--- src/rtl/alu_pkg.sv ---
// Shared ALU definitions: operation codes (also used by the ALU controller),
// execute-unit FSM states and the op-code width.
package alu_pkg;

    localparam int ALU_OP_WIDTH = 4;

    typedef enum logic [ALU_OP_WIDTH-1:0] {
        OP_AND = 4'b0000,
        OP_OR  = 4'b0001,
        OP_ADD = 4'b0010,
        OP_SLL = 4'b0100,
        OP_SRL = 4'b0101,
        OP_SUB = 4'b0110,
        OP_SRA = 4'b0111,
        OP_BEQ = 4'b1000,
        OP_MUL = 4'b1010,
        OP_SLT = 4'b1100
    } alu_op_e;

    typedef enum logic [1:0] {
        ST_IDLE,
        ST_SHIFT,
        ST_MUL,
        ST_DONE
    } alu_state_e;

endpackage

--- src/rtl/alu_seq_mul.sv ---
// Iterative shift-add multiplier: one multiplier bit per cycle, DATA_WIDTH cycles,
// returns the low DATA_WIDTH bits. Only instantiated when ALU_MUL_EN is defined.
module alu_seq_mul #(
    parameter int DATA_WIDTH = 32
) (
    input  logic                  clk,
    input  logic                  reset,
    input  logic                  flush,
    input  logic                  start,
    input  logic [DATA_WIDTH-1:0] a,
    input  logic [DATA_WIDTH-1:0] b,
    output logic                  busy,
    output logic                  done,
    output logic [DATA_WIDTH-1:0] product
);
    localparam int CW = $clog2(DATA_WIDTH) + 1;

    logic [DATA_WIDTH-1:0] r_mcand;
    logic [DATA_WIDTH-1:0] r_mplier;
    logic [DATA_WIDTH-1:0] r_acc;
    logic [CW-1:0]         r_count;
    logic                  r_busy;
    logic [DATA_WIDTH-1:0] w_addend;

    // product is the accumulator after the current step, so it is final while done is high
    assign w_addend = r_mplier[0] ? r_mcand : '0;
    assign product  = r_acc + w_addend;
    assign done     = r_busy && (r_count == CW'(1));
    assign busy     = r_busy;

    always_ff @(posedge clk or posedge reset) begin
        if (reset) begin
            r_mcand  <= '0;
            r_mplier <= '0;
            r_acc    <= '0;
            r_count  <= '0;
            r_busy   <= 1'b0;
        end else if (flush) begin
            r_acc   <= '0;
            r_count <= '0;
            r_busy  <= 1'b0;
        end else if (start) begin
            r_mcand  <= a;
            r_mplier <= b;
            r_acc    <= '0;
            r_count  <= CW'(DATA_WIDTH);
            r_busy   <= 1'b1;
        end else if (r_busy) begin
            r_acc    <= product;
            r_mcand  <= r_mcand << 1;
            r_mplier <= r_mplier >> 1;
            r_count  <= r_count - 1'b1;
            if (r_count == CW'(1)) begin
                r_busy <= 1'b0;
            end
        end
    end

endmodule

--- src/rtl/alu_exec_unit.sv ---
// Execute-stage ALU with valid/ready handshakes: single-cycle logic/arith ops,
// one-bit-per-cycle shifts and an optional iterative multiplier (macro ALU_MUL_EN).
module alu_exec_unit
    import alu_pkg::*;
#(
    parameter int DATA_WIDTH = 32
) (
    input  logic                    clk,
    input  logic                    reset,
    input  logic                    flush,
    input  logic                    in_valid,
    output logic                    in_ready,
    input  logic [ALU_OP_WIDTH-1:0] in_op,
    input  logic [DATA_WIDTH-1:0]   in_a,
    input  logic [DATA_WIDTH-1:0]   in_b,
    output logic                    out_valid,
    input  logic                    out_ready,
    output logic [DATA_WIDTH-1:0]   out_result,
    output logic                    out_zero,
    output logic                    out_illegal
);
    localparam int SW = $clog2(DATA_WIDTH);

    alu_state_e              r_state;
    alu_state_e              w_next_state;
    alu_state_e              w_accept_state;
    logic [DATA_WIDTH-1:0]   r_work;
    logic [DATA_WIDTH-1:0]   r_result;
    logic [SW-1:0]           r_count;
    logic [ALU_OP_WIDTH-1:0] r_op;
    logic                    r_illegal;

    logic                    w_accept;
    logic                    w_is_shift;
    logic                    w_is_mul;
    logic                    w_illegal;
    logic [SW-1:0]           w_amount;
    logic [DATA_WIDTH-1:0]   w_single_result;
    logic [DATA_WIDTH-1:0]   w_shift_step;
    logic                    w_mul_busy;
    logic                    w_mul_done;
    logic [DATA_WIDTH-1:0]   w_product;

    assign in_ready    = !flush && ((r_state == ST_IDLE) || (r_state == ST_DONE && out_ready));
    assign w_accept    = in_valid && in_ready;
    assign w_amount    = in_b[SW-1:0];
    assign out_valid   = (r_state == ST_DONE);
    assign out_result  = r_result;
    assign out_zero    = (r_result == '0);
    assign out_illegal = r_illegal;

    always_comb begin
        w_single_result = '0;
        w_is_shift      = 1'b0;
        w_is_mul        = 1'b0;
        w_illegal       = 1'b0;
        case (in_op)
            OP_AND:                 w_single_result = in_a & in_b;
            OP_OR:                  w_single_result = in_a | in_b;
            OP_ADD:                 w_single_result = in_a + in_b;
            OP_SUB, OP_BEQ:         w_single_result = in_a - in_b;
            OP_SLT:                 w_single_result = {{(DATA_WIDTH-1){1'b0}}, ($signed(in_a) < $signed(in_b))};
            OP_SLL, OP_SRL, OP_SRA: w_is_shift      = 1'b1;
`ifdef ALU_MUL_EN
            OP_MUL:                 w_is_mul        = 1'b1;
`endif
            default:                w_illegal       = 1'b1;
        endcase
    end

    always_comb begin
        w_shift_step = r_work >> 1;
        case (r_op)
            OP_SLL:  w_shift_step = r_work << 1;
            OP_SRA:  w_shift_step = {r_work[DATA_WIDTH-1], r_work[DATA_WIDTH-1:1]};
            default: w_shift_step = r_work >> 1;
        endcase
    end

`ifdef ALU_MUL_EN
    alu_seq_mul #(
        .DATA_WIDTH (DATA_WIDTH)
    ) u_mul (
        .clk     (clk),
        .reset   (reset),
        .flush   (flush),
        .start   (w_accept && w_is_mul),
        .a       (in_a),
        .b       (in_b),
        .busy    (w_mul_busy),
        .done    (w_mul_done),
        .product (w_product)
    );
`else
    assign w_mul_busy = 1'b0;
    assign w_mul_done = 1'b0;
    assign w_product  = '0;
`endif

    always_ff @(posedge clk or posedge reset) begin
        if (reset) begin
            r_state <= ST_IDLE;
        end else begin
            r_state <= w_next_state;
        end
    end

    // A zero shift amount completes like a single-cycle op
    always_comb begin
        if (w_is_mul) begin
            w_accept_state = ST_MUL;
        end else if (w_is_shift && (w_amount != '0)) begin
            w_accept_state = ST_SHIFT;
        end else begin
            w_accept_state = ST_DONE;
        end
    end

    always_comb begin
        w_next_state = r_state;
        case (r_state)
            ST_IDLE:  if (w_accept) w_next_state = w_accept_state;
            ST_SHIFT: if (r_count == SW'(1)) w_next_state = ST_DONE;
            ST_MUL:   if (w_mul_done || !w_mul_busy) w_next_state = ST_DONE;
            ST_DONE: begin
                if (w_accept) begin
                    w_next_state = w_accept_state;
                end else if (out_ready) begin
                    w_next_state = ST_IDLE;
                end
            end
            default:  w_next_state = ST_IDLE;
        endcase
        if (flush) begin
            w_next_state = ST_IDLE;
        end
    end

    always_ff @(posedge clk or posedge reset) begin
        if (reset) begin
            r_work    <= '0;
            r_result  <= '0;
            r_count   <= '0;
            r_op      <= '0;
            r_illegal <= 1'b0;
        end else if (flush) begin
            r_work  <= '0;
            r_count <= '0;
        end else if (w_accept) begin
            r_op      <= in_op;
            r_work    <= in_a;
            r_count   <= w_amount;
            r_illegal <= w_illegal;
            if (w_is_shift && (w_amount == '0)) begin
                r_result <= in_a;
            end else if (!w_is_shift && !w_is_mul) begin
                r_result <= w_single_result;
            end
        end else if (r_state == ST_SHIFT) begin
            r_work  <= w_shift_step;
            r_count <= r_count - 1'b1;
            if (r_count == SW'(1)) begin
                r_result <= w_shift_step;
            end
        end else if (r_state == ST_MUL && w_mul_done) begin
            r_result <= w_product;
        end
    end

endmodule

--- config.mk ---
export PLATFORM = sky130hd
export DESIGN_NAME = alu_exec_unit
export DESIGN_NICKNAME = d
export VERILOG_FILES = /design/src/rtl/alu_pkg.sv /design/src/rtl/alu_seq_mul.sv /design/src/rtl/alu_exec_unit.sv
export SDC_FILE = /design/constraint.sdc
export NUM_CORES = 1
export LEC_CHECK = 0
export BUFFER_PORTS_ARGS = -buffer_cell sky130_fd_sc_hd__clkbuf_2
export CAP_MARGIN = 25
export CORE_MARGIN = 1.5
export CORE_UTILIZATION = 50
export DETAILED_ROUTE_END_ITERATION = 12
export PLACE_DENSITY_LB_ADDON = 0.15
export SYNTH_ARGS = -nofsm -noshare
export SYNTH_HDL_FRONTEND = slang
export SYNTH_SLANG_ARGS = --single-unit
--- constraint.sdc ---
create_clock -name clk -period 5.12 [get_ports clk]
set_clock_uncertainty 0.15 [all_clocks]
set_input_delay 1.024 -clock clk [delete_from_list [all_inputs] [get_ports clk]]
set_output_delay 1.024 -clock clk [all_outputs]
set_load 0.05 [all_outputs]
Yosys cells after proc, flatten, opt, wreduce, memory -nomap -nowiden
Cells that the tools add are included.
- register bits after elaboration: 76
- output and inout bits: 36
- logic and storage cells: 74
- bits of input ports: 73
- reduce and logical (&&, ||, !) cells: 21
- $lt $le $gt $ge: 1
- multiplexer cells: 22
- add/subtract/negate cells: 3
- bitwise logic cells: 3
- equal/unequal tests: 18
- operators by type and width (cell ; count):
    $mux W32 ; 8
    $pmux W32 S5 ; 1
    $pmux W32 S2 ; 1
    $add A32 B32 Y32 ; 1
    $and A32 B32 Y32 ; 1
    $logic_not A32 Y1 ; 1
    $lt A32 B32 Y1 ; 1
    $or A32 B32 Y32 ; 1
    $sub A32 B32 Y32 ; 1
    $eq A4 B3 Y1 const B ; 6
    $mux W5 ; 3
    $mux W2 ; 6
    $reduce_or A9 Y1 ; 1
    $eq A4 B4 Y1 const B ; 2
    $pmux W2 S4 ; 1
    $ne A3 B3 Y1 const B ; 2
    $eq A5 B1 Y1 const B ; 1
    $logic_and A1 B1 Y1 ; 5
    $logic_not A5 Y1 ; 1
    $reduce_bool A5 Y1 ; 1
    $sub A5 B1 Y5 const B ; 1
    $eq A2 B2 Y1 const B ; 2
    $eq A4 B1 Y1 const B ; 1
    $eq A4 B2 Y1 const B ; 1
    16 further kinds ; 18

Depth between registers and ports, before layout
- depth after elaboration: 8
- mapped depth: 13
- gate-level depth less buffers: 13

Worst setup path before layout
OpenSTA, ideal clock, no wires.
- path type: input to register
- start point: in in_a[0]
- end point: reg r_result[22], in the netlist out_result[22]
- setup time: 0.133 ns
- path buffers: 0
- required time: 4.837 ns
- stages: 13
- arrival time: 3.445 ns
- setup slack: 1.392 ns
- cells stage by stage: inv_1 -> ha_1 -> inv_1 -> fa_1 -> nor2b_1 -> o211ai_1 -> o211ai_2 -> a311oi_4 -> o21ai_1 -> a21o_1 -> xnor2_1 -> a221oi_1 -> o21ai_0
- cells in the longest elaborated chain, start to end: 5
- elaborated cells on any way between the ends: 6
- classes of those cells: add/sub: 2; mux: 4
- RTL lines (item ; line ; RTL):
    start: declaration ; alu_exec_unit.sv:14 ; input logic [DATA_WIDTH-1:0] in_a,
    $sub A32 B32 Y32 / $add A32 B32 Y32 (equally long branches) ; alu_exec_unit.sv:61, alu_exec_unit.sv:60 ;
    $pmux W32 S5 * ; alu_exec_unit.sv:57 ; case (in_op)
    $mux W32 * ; alu_exec_unit.sv:156 ; end else if (!w_is_shift && !w_is_mul) begin
    $mux W32 * ; alu_exec_unit.sv:154 ; if (w_is_shift && (w_amount == '0)) begin
    $mux W32 * ; alu_exec_unit.sv:149 ; end else if (w_accept) begin
    end signal: assignment ; alu_exec_unit.sv:155 ; r_result <= in_a;
    end signal: assignment ; alu_exec_unit.sv:157 ; r_result <= w_single_result;
    end signal: assignment ; alu_exec_unit.sv:163 ; r_result <= w_shift_step;
    end: declaration ; alu_exec_unit.sv:28 ; logic [DATA_WIDTH-1:0] r_result;
Mark *: on every way between the ends. The rest lies on a longest branch, timed or not. The select of a mux whose other input is x is not followed.
A chain may end at the register's enable or synchronous reset.

Final worst setup path
Ends and elaborated chain as after synthesis.

==> metrics.md <==
| Metric | Value |
|---|---|
| Outcome | `finished, final reports clean` |
| Max Cap Viol | `0` |
| Num ports | `109` |
| Final Max Tran Viols | `0` |
| Sw Ratio | `0.5111` |
| Sequential cell area fraction in the yosys report | `0.2106` |
| Longest Clk Path Bufs | `2` |
| Vias per cell | `6.448` |
| CP Class | `in2reg` |
| CTS buffer count | `9` |
| GRT overflow | `0` |
| Die area | `18870 um^2` |
| CP max FO | `5` |
| Leakage | `4.524 nW` |
| Ys async rst share | `1.000` |
| Core area | `17480 um^2` |
| Post-route worst setup slack | `1196 ps` |
| Dominant synthesized flop cell | `dfrtp_1` |
| Setup violations, final | `0` |
| Fin crit share | `0.7664` |
| Initial Util | `0.5167` |
| WP data arrival | `3990 ps` |
| Syn Area/Cell | `7.531 um^2` |
| Synth Cell Area | `9030 um^2` |
| Initial DRC Count | `932` |
| Mapped Cells | `1199` |
| Die Wd | `137.4 um` |
| Vias in the first global route | `9043` |
| Number of fill cells | `1711` |
| GRT Total Usage | `0.3283` |
| Post-CTS Setup Repair Bufs | `0` |
| Most common cell after layout, fill and taps aside | `nor2_1` |
| Most frequent cells in the layout | `nor2_1, a21oi_1, clkbuf_2` |
| Number of diodes | `0` |
| Pwr/cell area | `380.6 nW/um^2` |
| Layout Cells excl Fill | `1492` |
| Clk pwr share | `0.183` |
| Internal power | `0.001872 W` |
| Post-synth cell types | `80` |
| RSZ-0062 raised after global routing | `false` |
| Switching pwr | `0.001957 W` |
| Clock tree root driver cell | `clkbuf_16` |
| Largest net degree at the start of global routing | `64` |
| FF+latch area | `1902 um^2` |
| CP startpoint kind | `input port` |
| Syn nets | `1378` |
| Detail Placement HPWL | `22.82 mm` |
| Cts repair resizes | `0` |
| CP Data Required Time | `5180 ps` |
| Yosys reg bits | `76` |
| 1st-pass router iterations | `6` |
| Slew @ Worst Pin | `1055 ps` |
| GP Congestion | `0.9510` |
| Multi-input gate area | `6465 um^2` |
| Worst vdd ir | `0.4960 mV` |
| WHS | `369.9 ps` |
| Worst-Skew Late Latency | `360 ps` |
| Area grow syn2layout | `11.39%` |
| Final-report hold violation count | `0` |
| Crit end category | `register` |
| CTS tree | `yes` |
| # rows | `48` |
| Peak Freq | `0.2549 GHz` |
| Pre-CTS setup slack | `870.5 ps` |
| Crit path time final | `3924 ps` |
| Routed WL per cell | `20.58 um` |
| Max-slew headroom | `0.2902` |
| Nets | `1441` |
| CTS Hold Buffers Added | `0` |
| Layout cells sized above 1 | `0.1358` |
| Via Count | `9620` |
| Cells after DPL | `1475` |
| Max H-tree Level | `3` |
| Worst-path clk slew | `60 ps` |
| DRC | `0` |
| Setup TNS | `0 ps` |
| DIE HEIGHT | `137.4 um` |
| Part of the power in combinational logic | `0.538` |
| Post-synth EDFFs | `0` |
| CTS Sinks | `76` |
| Final ANT Viol Nets | `0` |
| First-pass GRT wire length | `48.15 mm` |
| Synth warnings | `0` |
| Initial antenna violation count | `0` |
| Routed WL | `30.70 mm` |
| HP Class | `reg2reg` |
| Part of the power in registers | `0.279` |
| Input/output buffers | `108` |
-- stage by stage --
stage	area (um^2)	power [W]	util
6_report	10060	0.003829	0.5755
5_1_grt	10060	0.004044	0.5755
4_1_cts	10040	0.003795	0.5744
3_5_place_dp	9727	0.003083	0.5566
3_3_place_gp	9727	0.003056	0.5566
2_1_floorplan	9030	0.002511	-
-- cells in the mapped netlist, types with 4 or more instances --
cell,number,area (um^2)
xnor2_1,14,122.6
a21boi_0,4,30.03
o31a_1,4,35.03
a221o_1,16,160.2
a221oi_1,17,148.9
nand2b_1,12,75.07
o211ai_1,30,225.2
o22ai_1,41,256.5
dfrtp_1,76,1902
xor2_1,7,61.31
nor2b_1,14,87.58
inv_1,103,386.6
o21a_1,7,52.55
clkbuf_1,54,202.7
o221ai_1,16,140.1
a211oi_1,14,105.1
ha_1,104,1301
nand3b_1,4,30.03
nor4_1,16,100.1
nor3_1,20,100.1
o21ai_0,75,375.4
a21oi_1,117,585.6
buf_2,14,70.07
and3_1,5,31.28
o21bai_1,10,75.07
buf_1,7,26.28
nand3_1,16,80.08
mux2i_1,35,350.3
o31ai_1,10,75.07
nand2_1,94,352.8
a31oi_1,14,87.58
nand4_1,6,37.54
o2111ai_1,6,52.55
nor2_1,133,499.2
a21o_1,12,90.09
or3_1,5,31.28
-- cell type report --
cell class | instances | area share
Multi-Input combinational cell | 942 | 0.6427
Sequential cell | 76 | 0.1891
Timing Repair Buffer | 128 | 0.06991
Inverter | 105 | 0.03931
Tap cell | 225 | 0.02799
Clock buffer | 11 | 0.02513
Clock inverter | 5 | 0.005846
-- critical path, stage by stage --
cell	delay, ps
clkbuf_2	100
inv_1	100
ha_1	190
inv_1	60
fa_1	400
nor2b_1	170
o211ai_1	220
o211ai_2	210
a311oi_4	450
o21ai_1	260
a21o_1	250
xnor2_1	130
a221oi_1	280
o21ai_0	120
-- sequential cells by signal, summed over array words and instances (netlist names) --
register	cells
out_result	32
r_work	32
out_illegal	1
r_count	5
r_state	2
r_op	4
-- layer usage --
metal  vias to the layer above  GRT usage  share of wire  routed length [um]
met4                         0     0.1298          0.029                 880
met2                       433     0.5322           0.46               14170
met5                         -          0              0                   0
li1                       4506          -              -                   -
met3                        58    0.04930          0.071                2192
met1                      4623     0.4379           0.44               13460
-- power by group through the flow --
stage | Clock (W) | Combinational, W | Sequential (W)
after floorplan | 0 | 0.00108 | 0.00143
final | 0.000701 | 0.00206 | 0.00107
after global placement | 0 | 0.00199 | 0.00106
after detailed placement | 0 | 0.00202 | 0.00107
after global routing | 0.000730 | 0.00223 | 0.00109
after CTS | 0.000713 | 0.00202 | 0.00106
-- kinds of logic (layout without fill, tap and decap cells) --
| logic type | count (synthesis) | in the layout | synth area share |
|---|---|---|---|
| mux | 38 | 38 | 0.04254 |
| flops | 76 | 76 | 0.2106 |
| simple gates | 346 | 346 | 0.1799 |
| compound gates | 431 | 431 | 0.3205 |
| fa+ha+maj | 106 | 106 | 0.1485 |
| xor+xnor | 21 | 21 | 0.02037 |
| buf+inv | 181 | 249 | 0.07759 |
-- worst paths after layout --
| path | start | endpoint | slack [ps] | depth (start not counted) |
|---|---|---|---|---|
| min in group asynchronous | reset | r_op[3] | 640 | 2 |
| worst min-delay path | out_result[2] | out_result[2] | 370 | 1 |
| max in group asynchronous | reset | out_result[15] | 3200 | 3 |
| worst max register to register | r_state[1] | out_result[15] | 1800 | 13 |
| worst max-delay path | in_a[0] | out_result[22] | 1200 | 14 |
| worst min register to register | out_result[2] | out_result[2] | 370 | 1 |
Note: power is estimated with default switching activity, not from simulation.
